[config.mk]
export PLATFORM = sky130hd
export DESIGN_NAME = home_slot_controller_flat
export DESIGN_NICKNAME = d
export VERILOG_FILES = /design/src/rtl/home_slot_controller_if.sv /design/src/rtl/home_slot_controller.sv /design/src/flat_wrapper.sv
export SDC_FILE = /design/constraint.sdc
export NUM_CORES = 1
export LEC_CHECK = 0
export ABC_AREA = 0
export CAP_MARGIN = 25
export CORE_MARGIN = 8
export CORE_UTILIZATION = 37
export CTS_CLUSTER_SIZE = 28
export DETAILED_ROUTE_END_ITERATION = 6
export HOLD_SLACK_MARGIN = 0.1
export PLACE_DENSITY = 0.82
export SYNTH_ARGS = -nofsm -noshare
export SYNTH_HDL_FRONTEND = slang
export SYNTH_SLANG_ARGS = --single-unit
[constraint.sdc]
create_clock -name HSC_CLOCK_50 -period 1.74 [get_ports HSC_CLOCK_50]
set_input_delay 0.174 -clock HSC_CLOCK_50 [delete_from_list [all_inputs] [get_ports HSC_CLOCK_50]]
set_output_delay 0.174 -clock HSC_CLOCK_50 [all_outputs]
set_load 0.02 [all_outputs]
[src/rtl/home_slot_controller_if.sv]
// Frog/house-slot bus between the game core and home_slot_controller.
// The game core drives position/state/events (master); the controller drives the house status (slave).
interface home_slot_controller_if #(
    parameter int NUM_HOUSES       = 3,
    parameter int DATAWIDTH_POS    = 3,
    parameter int DATAWIDTH_ESTADO = 3,
    parameter int DATAWIDTH_BUS    = 8
);
    logic [DATAWIDTH_POS-1:0]    HSC_POSX_IN;
    logic [DATAWIDTH_POS-1:0]    HSC_POSY_IN;
    logic [DATAWIDTH_ESTADO-1:0] HSC_ESTADO_IN;
    logic                        HSC_PERDIO_IN;
    logic                        HSC_GANO_IN;
    logic [DATAWIDTH_BUS-1:0]    HSC_REG7_OUT;
    logic [NUM_HOUSES-1:0]       HSC_MASK_OUT;
    logic [3:0]                  HSC_COUNT_OUT;
    logic                        HSC_ARRIVE_OUT;
    logic                        HSC_BLOCKED_OUT;
    logic                        HSC_ALLHOME_OUT;
    logic [3:0]                  HSC_LEVEL_OUT;

    modport master (
        output HSC_POSX_IN, HSC_POSY_IN, HSC_ESTADO_IN, HSC_PERDIO_IN, HSC_GANO_IN,
        input  HSC_REG7_OUT, HSC_MASK_OUT, HSC_COUNT_OUT, HSC_ARRIVE_OUT,
               HSC_BLOCKED_OUT, HSC_ALLHOME_OUT, HSC_LEVEL_OUT
    );

    modport slave (
        input  HSC_POSX_IN, HSC_POSY_IN, HSC_ESTADO_IN, HSC_PERDIO_IN, HSC_GANO_IN,
        output HSC_REG7_OUT, HSC_MASK_OUT, HSC_COUNT_OUT, HSC_ARRIVE_OUT,
               HSC_BLOCKED_OUT, HSC_ALLHOME_OUT, HSC_LEVEL_OUT
    );
endinterface

[src/rtl/home_slot_controller.sv]
// Purpose: tracks frog arrivals in the house row, flags blocked entries and round completion.
// Latency: all outputs registered, one cycle after the sampled inputs.
// Backpressure: none, inputs sampled every cycle. HSC_LEVEL_COUNTER_EN enables the round counter.
module home_slot_controller #(
    parameter int                                  NUM_HOUSES       = 3,
    parameter int                                  DATAWIDTH_POS    = 3,
    parameter int                                  DATAWIDTH_ESTADO = 3,
    parameter int                                  DATAWIDTH_BUS    = 8,
    parameter logic [DATAWIDTH_POS-1:0]            HOUSE_ROW        = 3'b111,
    parameter logic [NUM_HOUSES*DATAWIDTH_POS-1:0] HOUSE_COLS       = {3'b110, 3'b100, 3'b001}
) (
    input logic                   HSC_CLOCK_50,
    input logic                   HSC_RESET,
    home_slot_controller_if.slave hsc
);
    localparam int IDX_W = (NUM_HOUSES > 1) ? $clog2(NUM_HOUSES) : 1;
    localparam logic [DATAWIDTH_ESTADO-1:0] ESTADO_PLAY = '1;

    typedef enum logic [1:0] {
        ST_IDLE  = 2'd0,
        ST_PLAY  = 2'd1,
        ST_HOLD  = 2'd2,
        ST_CLEAR = 2'd3
    } state_t;

    state_t                   state_q, state_d;
    logic [NUM_HOUSES-1:0]    mask_q, mask_d;
    logic [3:0]               count_q, count_d;
    logic [DATAWIDTH_BUS-1:0] reg7_q, reg7_d;
    logic                     arrive_q, arrive_d;
    logic                     blocked_q, blocked_d;
    logic                     allhome_q, allhome_d;

    logic                     playing;
    logic                     row_match;
    logic                     abort;
    logic                     hit_any;
    logic [IDX_W-1:0]         hit_idx;

    assign playing   = (hsc.HSC_ESTADO_IN == ESTADO_PLAY);
    assign row_match = (hsc.HSC_POSY_IN == HOUSE_ROW);
    assign abort     = (hsc.HSC_PERDIO_IN || hsc.HSC_GANO_IN) && (state_q != ST_IDLE);

    // Scan from the top so the lowest index wins when columns are duplicated.
    always_comb begin
        hit_any = 1'b0;
        hit_idx = '0;
        for (int i = NUM_HOUSES - 1; i >= 0; i--) begin
            if (playing && row_match &&
                (hsc.HSC_POSX_IN == HOUSE_COLS[i*DATAWIDTH_POS +: DATAWIDTH_POS])) begin
                hit_any = 1'b1;
                hit_idx = IDX_W'(i);
            end
        end
    end

    always_comb begin
        state_d   = state_q;
        mask_d    = mask_q;
        arrive_d  = 1'b0;
        blocked_d = 1'b0;
        allhome_d = 1'b0;
        case (state_q)
            ST_IDLE: begin
                mask_d = '0;
                if (playing) state_d = ST_PLAY;
            end
            ST_PLAY: begin
                if (hit_any) begin
                    if (mask_q[hit_idx]) begin
                        blocked_d = 1'b1;
                    end else begin
                        mask_d[hit_idx] = 1'b1;
                        arrive_d        = 1'b1;
                    end
                    state_d = ST_HOLD;
                end
            end
            ST_HOLD: begin
                if (!row_match) state_d = (&mask_q) ? ST_CLEAR : ST_PLAY;
            end
            ST_CLEAR: begin
                allhome_d = 1'b1;
                mask_d    = '0;
                state_d   = ST_PLAY;
            end
            default: begin
                state_d = ST_IDLE;
                mask_d  = '0;
            end
        endcase
        // Lose/win events take priority over anything decided above.
        if (abort) begin
            state_d   = ST_IDLE;
            mask_d    = '0;
            arrive_d  = 1'b0;
            blocked_d = 1'b0;
            allhome_d = 1'b0;
        end
    end

    always_comb begin
        reg7_d  = '0;
        count_d = '0;
        for (int i = 0; i < NUM_HOUSES; i++) begin
            if (mask_d[i]) begin
                reg7_d[HOUSE_COLS[i*DATAWIDTH_POS +: DATAWIDTH_POS]] = 1'b1;
                count_d = count_d + 4'd1;
            end
        end
    end

    always_ff @(posedge HSC_CLOCK_50 or posedge HSC_RESET) begin
        if (HSC_RESET) begin
            state_q   <= ST_IDLE;
            mask_q    <= '0;
            count_q   <= '0;
            reg7_q    <= '0;
            arrive_q  <= 1'b0;
            blocked_q <= 1'b0;
            allhome_q <= 1'b0;
        end else begin
            state_q   <= state_d;
            mask_q    <= mask_d;
            count_q   <= count_d;
            reg7_q    <= reg7_d;
            arrive_q  <= arrive_d;
            blocked_q <= blocked_d;
            allhome_q <= allhome_d;
        end
    end

    assign hsc.HSC_REG7_OUT    = reg7_q;
    assign hsc.HSC_MASK_OUT    = mask_q;
    assign hsc.HSC_COUNT_OUT   = count_q;
    assign hsc.HSC_ARRIVE_OUT  = arrive_q;
    assign hsc.HSC_BLOCKED_OUT = blocked_q;
    assign hsc.HSC_ALLHOME_OUT = allhome_q;

`ifdef HSC_LEVEL_COUNTER_EN
    logic [3:0] level_q, level_d;
    logic       level_inc;

    // A round only counts when the CLEAR cycle is not overridden by a lose/win event.
    assign level_inc = (state_q == ST_CLEAR) && !abort;

    always_comb begin
        level_d = level_q;
        if (hsc.HSC_PERDIO_IN) begin
            level_d = '0;
        end else if (level_inc && (level_q != 4'hF)) begin
            level_d = level_q + 4'd1;
        end
    end

    always_ff @(posedge HSC_CLOCK_50 or posedge HSC_RESET) begin
        if (HSC_RESET) begin
            level_q <= '0;
        end else begin
            level_q <= level_d;
        end
    end

    assign hsc.HSC_LEVEL_OUT = level_q;
`else
    assign hsc.HSC_LEVEL_OUT = 4'd0;
`endif

endmodule
[src/flat_wrapper.sv]
// flat-port wrapper written by rule: the top's interface ports become plain ports
module home_slot_controller_flat 
#(
    parameter int                                  NUM_HOUSES       = 3,
    parameter int                                  DATAWIDTH_POS    = 3,
    parameter int                                  DATAWIDTH_ESTADO = 3,
    parameter int                                  DATAWIDTH_BUS    = 8,
    parameter logic [DATAWIDTH_POS-1:0]            HOUSE_ROW        = 3'b111,
    parameter logic [NUM_HOUSES*DATAWIDTH_POS-1:0] HOUSE_COLS       = {3'b110, 3'b100, 3'b001}
)
  (HSC_CLOCK_50, HSC_RESET, hsc_HSC_POSX_IN, hsc_HSC_POSY_IN, hsc_HSC_ESTADO_IN, hsc_HSC_PERDIO_IN, hsc_HSC_GANO_IN, hsc_HSC_REG7_OUT, hsc_HSC_MASK_OUT, hsc_HSC_COUNT_OUT, hsc_HSC_ARRIVE_OUT, hsc_HSC_BLOCKED_OUT, hsc_HSC_ALLHOME_OUT, hsc_HSC_LEVEL_OUT);
  home_slot_controller_if #(.NUM_HOUSES(NUM_HOUSES), .DATAWIDTH_POS(DATAWIDTH_POS), .DATAWIDTH_ESTADO(DATAWIDTH_ESTADO), .DATAWIDTH_BUS(DATAWIDTH_BUS)) hsc_i ();
  input logic HSC_CLOCK_50;
  input logic HSC_RESET;
  input wire logic [$bits(hsc_i.HSC_POSX_IN)-1:0] hsc_HSC_POSX_IN;
  input wire logic [$bits(hsc_i.HSC_POSY_IN)-1:0] hsc_HSC_POSY_IN;
  input wire logic [$bits(hsc_i.HSC_ESTADO_IN)-1:0] hsc_HSC_ESTADO_IN;
  input wire logic [$bits(hsc_i.HSC_PERDIO_IN)-1:0] hsc_HSC_PERDIO_IN;
  input wire logic [$bits(hsc_i.HSC_GANO_IN)-1:0] hsc_HSC_GANO_IN;
  output wire logic [$bits(hsc_i.HSC_REG7_OUT)-1:0] hsc_HSC_REG7_OUT;
  output wire logic [$bits(hsc_i.HSC_MASK_OUT)-1:0] hsc_HSC_MASK_OUT;
  output wire logic [$bits(hsc_i.HSC_COUNT_OUT)-1:0] hsc_HSC_COUNT_OUT;
  output wire logic [$bits(hsc_i.HSC_ARRIVE_OUT)-1:0] hsc_HSC_ARRIVE_OUT;
  output wire logic [$bits(hsc_i.HSC_BLOCKED_OUT)-1:0] hsc_HSC_BLOCKED_OUT;
  output wire logic [$bits(hsc_i.HSC_ALLHOME_OUT)-1:0] hsc_HSC_ALLHOME_OUT;
  output wire logic [$bits(hsc_i.HSC_LEVEL_OUT)-1:0] hsc_HSC_LEVEL_OUT;
  assign hsc_i.HSC_POSX_IN = hsc_HSC_POSX_IN;
  assign hsc_i.HSC_POSY_IN = hsc_HSC_POSY_IN;
  assign hsc_i.HSC_ESTADO_IN = hsc_HSC_ESTADO_IN;
  assign hsc_i.HSC_PERDIO_IN = hsc_HSC_PERDIO_IN;
  assign hsc_i.HSC_GANO_IN = hsc_HSC_GANO_IN;
  assign hsc_HSC_REG7_OUT = hsc_i.HSC_REG7_OUT;
  assign hsc_HSC_MASK_OUT = hsc_i.HSC_MASK_OUT;
  assign hsc_HSC_COUNT_OUT = hsc_i.HSC_COUNT_OUT;
  assign hsc_HSC_ARRIVE_OUT = hsc_i.HSC_ARRIVE_OUT;
  assign hsc_HSC_BLOCKED_OUT = hsc_i.HSC_BLOCKED_OUT;
  assign hsc_HSC_ALLHOME_OUT = hsc_i.HSC_ALLHOME_OUT;
  assign hsc_HSC_LEVEL_OUT = hsc_i.HSC_LEVEL_OUT;
  home_slot_controller #(.NUM_HOUSES(NUM_HOUSES), .DATAWIDTH_POS(DATAWIDTH_POS), .DATAWIDTH_ESTADO(DATAWIDTH_ESTADO), .DATAWIDTH_BUS(DATAWIDTH_BUS), .HOUSE_ROW(HOUSE_ROW), .HOUSE_COLS(HOUSE_COLS)) u_core (.HSC_CLOCK_50(HSC_CLOCK_50), .HSC_RESET(HSC_RESET), .hsc(hsc_i));
endmodule
==> impl_metrics.ini <==
[clock_network]
h-tree-depth = 1
clk_latency_ps = 260
clock_path_buffers = 2
cts_root_buf = clkbuf_4
cts_tree = yes
cts_buffers = 3
cts.sinks = 11
clkSlewWorstSetupHoldPaths_ps = 60

[synth]
synth_cells = 83
synth_top_area_cell = dfrtp_1
syn_area_um2 = 803
synth-seq-cells = 11
synth_top_area_share_pct = 34.3
ys_types = 32
syn_avg_cell_area_um2 = 9.68
synth.yosys.seq_area_share_pct = 34.3
synth_area_leaders = dfrtp_1 (34%), buf_4 (12%), ha_1 (9.3%), nand3_1 (3.7%), o21ai_0 (3.1%)
synth-edff-count = 0
yosysWarnings = 0
async_reset_ff_share_pct = 100
ys.flop_type = dfrtp_1

[floorplan]
coreArea_um2 = 2130
std_cell_rows = 17
fp.dieW_um = 62.6
ios = 35
initial_core_util_pct = 37.8
dieArea_um2 = 3920
die_h_um = 62.6

[critical_path]
path_class = reg -> reg
cp-endpoint = u_core.hsc.HSC_COUNT_OUT[0]
crit_chain = inv_1 > ha_1 > o21bai_4 > o21a_4 > o21ai_2 > ha_4 > xor2_1
reg2reg_to = u_core.hsc.HSC_COUNT_OUT[0]
cpPeakStageDelay_ps = 450
cp-end-kind = flip-flop
cp_max_fo = 4
worstSetupStartpoint = u_core.state_q[1]
cp_slowest_cell = dfrtp_2
start_kind = flip-flop
r2r_slack_ps = 60
critPathRequiredTime_ps = 1880
path_delay_family = flip-flops
r2r-start = u_core.state_q[1]
path_buf_inv = 1
arrival_ps = 1820
cp.depth = 7
reg2reg_depth = 7

[global_routing]
grt_pass1_wl_mm = 3.44
grt-ovfl-total = 0
first_global_vias = 781
grt_start_max_net_pins = 12
grt_use_total_pct = 10.6
antenna_found_initial = 0

[cells_and_area]
finalNonFillerCells = 150
drive_gt1_share_pct = 28.7
antennaDiodeCount = 0
area_growth_pct = 50.3
final_common_cell = clkdlybuf4s50_1
fin_nets = 142
final_cell_mix = clkdlybuf4s50_1 (21), buf_4 (15), conb_1 (10), dfrtp_1 (10), nand3_1 (6)

[drt]
num_vias = 726
wl_per_cell_um = 13.4
wirelength_mm = 2.01
via_per_inst = 4.84
ant_nets = 0
first_pass_iters = 4
drt-initial-drc-count = 13
drc = 0

[power]
power.density_nw_per_um2 = 834
p_sw_mw = 0.384
p_leak_nw = 0.563
p_int_mw = 0.623
comb_power_share_pct = 55.0
p_sw_share_pct = 38.1
clockPowerShare_pct = 16.1
peakVddDrop_uv = 362
power_frac_seq_pct = 28.9

[timing]
hold_ws_ps = 195
setup_viol = 0
finClkSkew_ps = 0.319
rsz0062_at_grt = false
period_needed_ps = 1680
min_period_over_period_pct = 96.8
final_max_slew_viol_count = 0
max_freq_ghz = 0.594
hold_violations = 0

[placement]
gp_congestion = 0.791
io_buffers = 24
dp_hpwl_mm = 1.66
dp.cells = 145

[worst_hold_path]
min_path_type = in -> async

[status]
run_status = complete, no violations

[flow_run]
cap_violations = 0
## metrics by stage
stage / util [%] / power, mW / TNS, ps / cell area [µm²] / worst slack, ps
floorplan: - / 0.618 / 0 / 837 / 71.4
global placement: 52.6 / 0.767 / -979 / 1120 / -363
detailed placement: 52.6 / 0.790 / -1270 / 1120 / -456
CTS: 55.8 / 0.990 / 0 / 1190 / 10.5
global route: 56.8 / 1.07 / 0 / 1210 / 5.99
finish: 56.8 / 1.01 / 0 / 1210 / 55.5
## cells by family after synthesis
kind of cell	after synthesis	share of synthesized area (%)
AND/OR/NAND/NOR	26	17.9
AO/OA/AOI/OAI	20	20.7
buffers and inverters	16	13.6
flip-flops	11	34.3
adder cells (fa/ha/maj)	6	9.35
multiplexers	2	2.65
other	1	0.467
XOR/XNOR	1	1.09
## final cells by class
| class | count | area [µm²] |
|---|---|---|
| Tap cell | 28 | 35.0 |
| Inverter | 3 | 11.3 |
| Clock buffer | 3 | 22.5 |
| Fill cell | 197 | 920 |
| Clock inverter | 1 | 5.00 |
| Multi-Input combinational cell | 65 | 508 |
| Timing Repair Buffer | 39 | 349 |
| Sequential cell | 11 | 277 |
## cells in the mapped netlist, drive strengths merged, types with 3 or more instances
cell,n
nand3,6
dfrtp,11
ha,6
inv,3
nand2,4
nor2,4
buf,13
o21ai,6
and3,3
## per-layer routing
layer | wire [µm] | GRT usage (%) | vias to the layer above
li1 | - | - | 356
met1 | 770 | 10.0 | 344
met2 | 1110 | 19.7 | 24
met3 | 104 | 2.33 | 2
met4 | 27 | 7.41 | 0
met5 | 0 | 0 | -
## state kept, by name (all words and copies together), names as in the netlist
signal / cells
u_core.hsc.HSC_ALLHOME_OUT: 1
u_core.hsc.HSC_ARRIVE_OUT: 1
u_core.hsc.HSC_BLOCKED_OUT: 1
u_core.hsc.HSC_COUNT_OUT: 3
u_core.hsc.HSC_MASK_OUT: 3
u_core.state_q: 2
## repair_timing
| action | CTS | global route |
|---|---|---|
| setup endpoints to repair | 3 | 4 |
| gates resized for setup | 9 | 6 |
| cloned | 0 | 0 |
| buffers inserted | 1 | 0 |
| hold buffers | 0 | 0 |
| pin swaps | 4 | 0 |
## how the worst min path moves through the flow
stage	from	to	slack, ps	cells after the start
floorplan	HSC_RESET	u_core.hsc.HSC_ALLHOME_OUT	30	1
global placement	HSC_RESET	u_core.hsc.HSC_ALLHOME_OUT	470	2
detailed placement	HSC_RESET	u_core.state_q[1]	490	2
CTS	HSC_RESET	u_core.state_q[1]	200	2
global route	HSC_RESET	u_core.hsc.HSC_ARRIVE_OUT	230	2
finish	HSC_RESET	u_core.state_q[0]	190	2
## power by group through the flow
| stage | logic [mW] | registers (mW) | clock network [mW] |
|---|---|---|---|
| finish | 0.553 | 0.291 | 0.163 |
| global route | 0.598 | 0.294 | 0.176 |
| CTS | 0.530 | 0.289 | 0.171 |
| detailed placement | 0.495 | 0.295 | 0 |
| global placement | 0.474 | 0.292 | 0 |
| floorplan | 0.312 | 0.306 | 0 |
No activity file was read; power rests on OpenSTA's default activity.
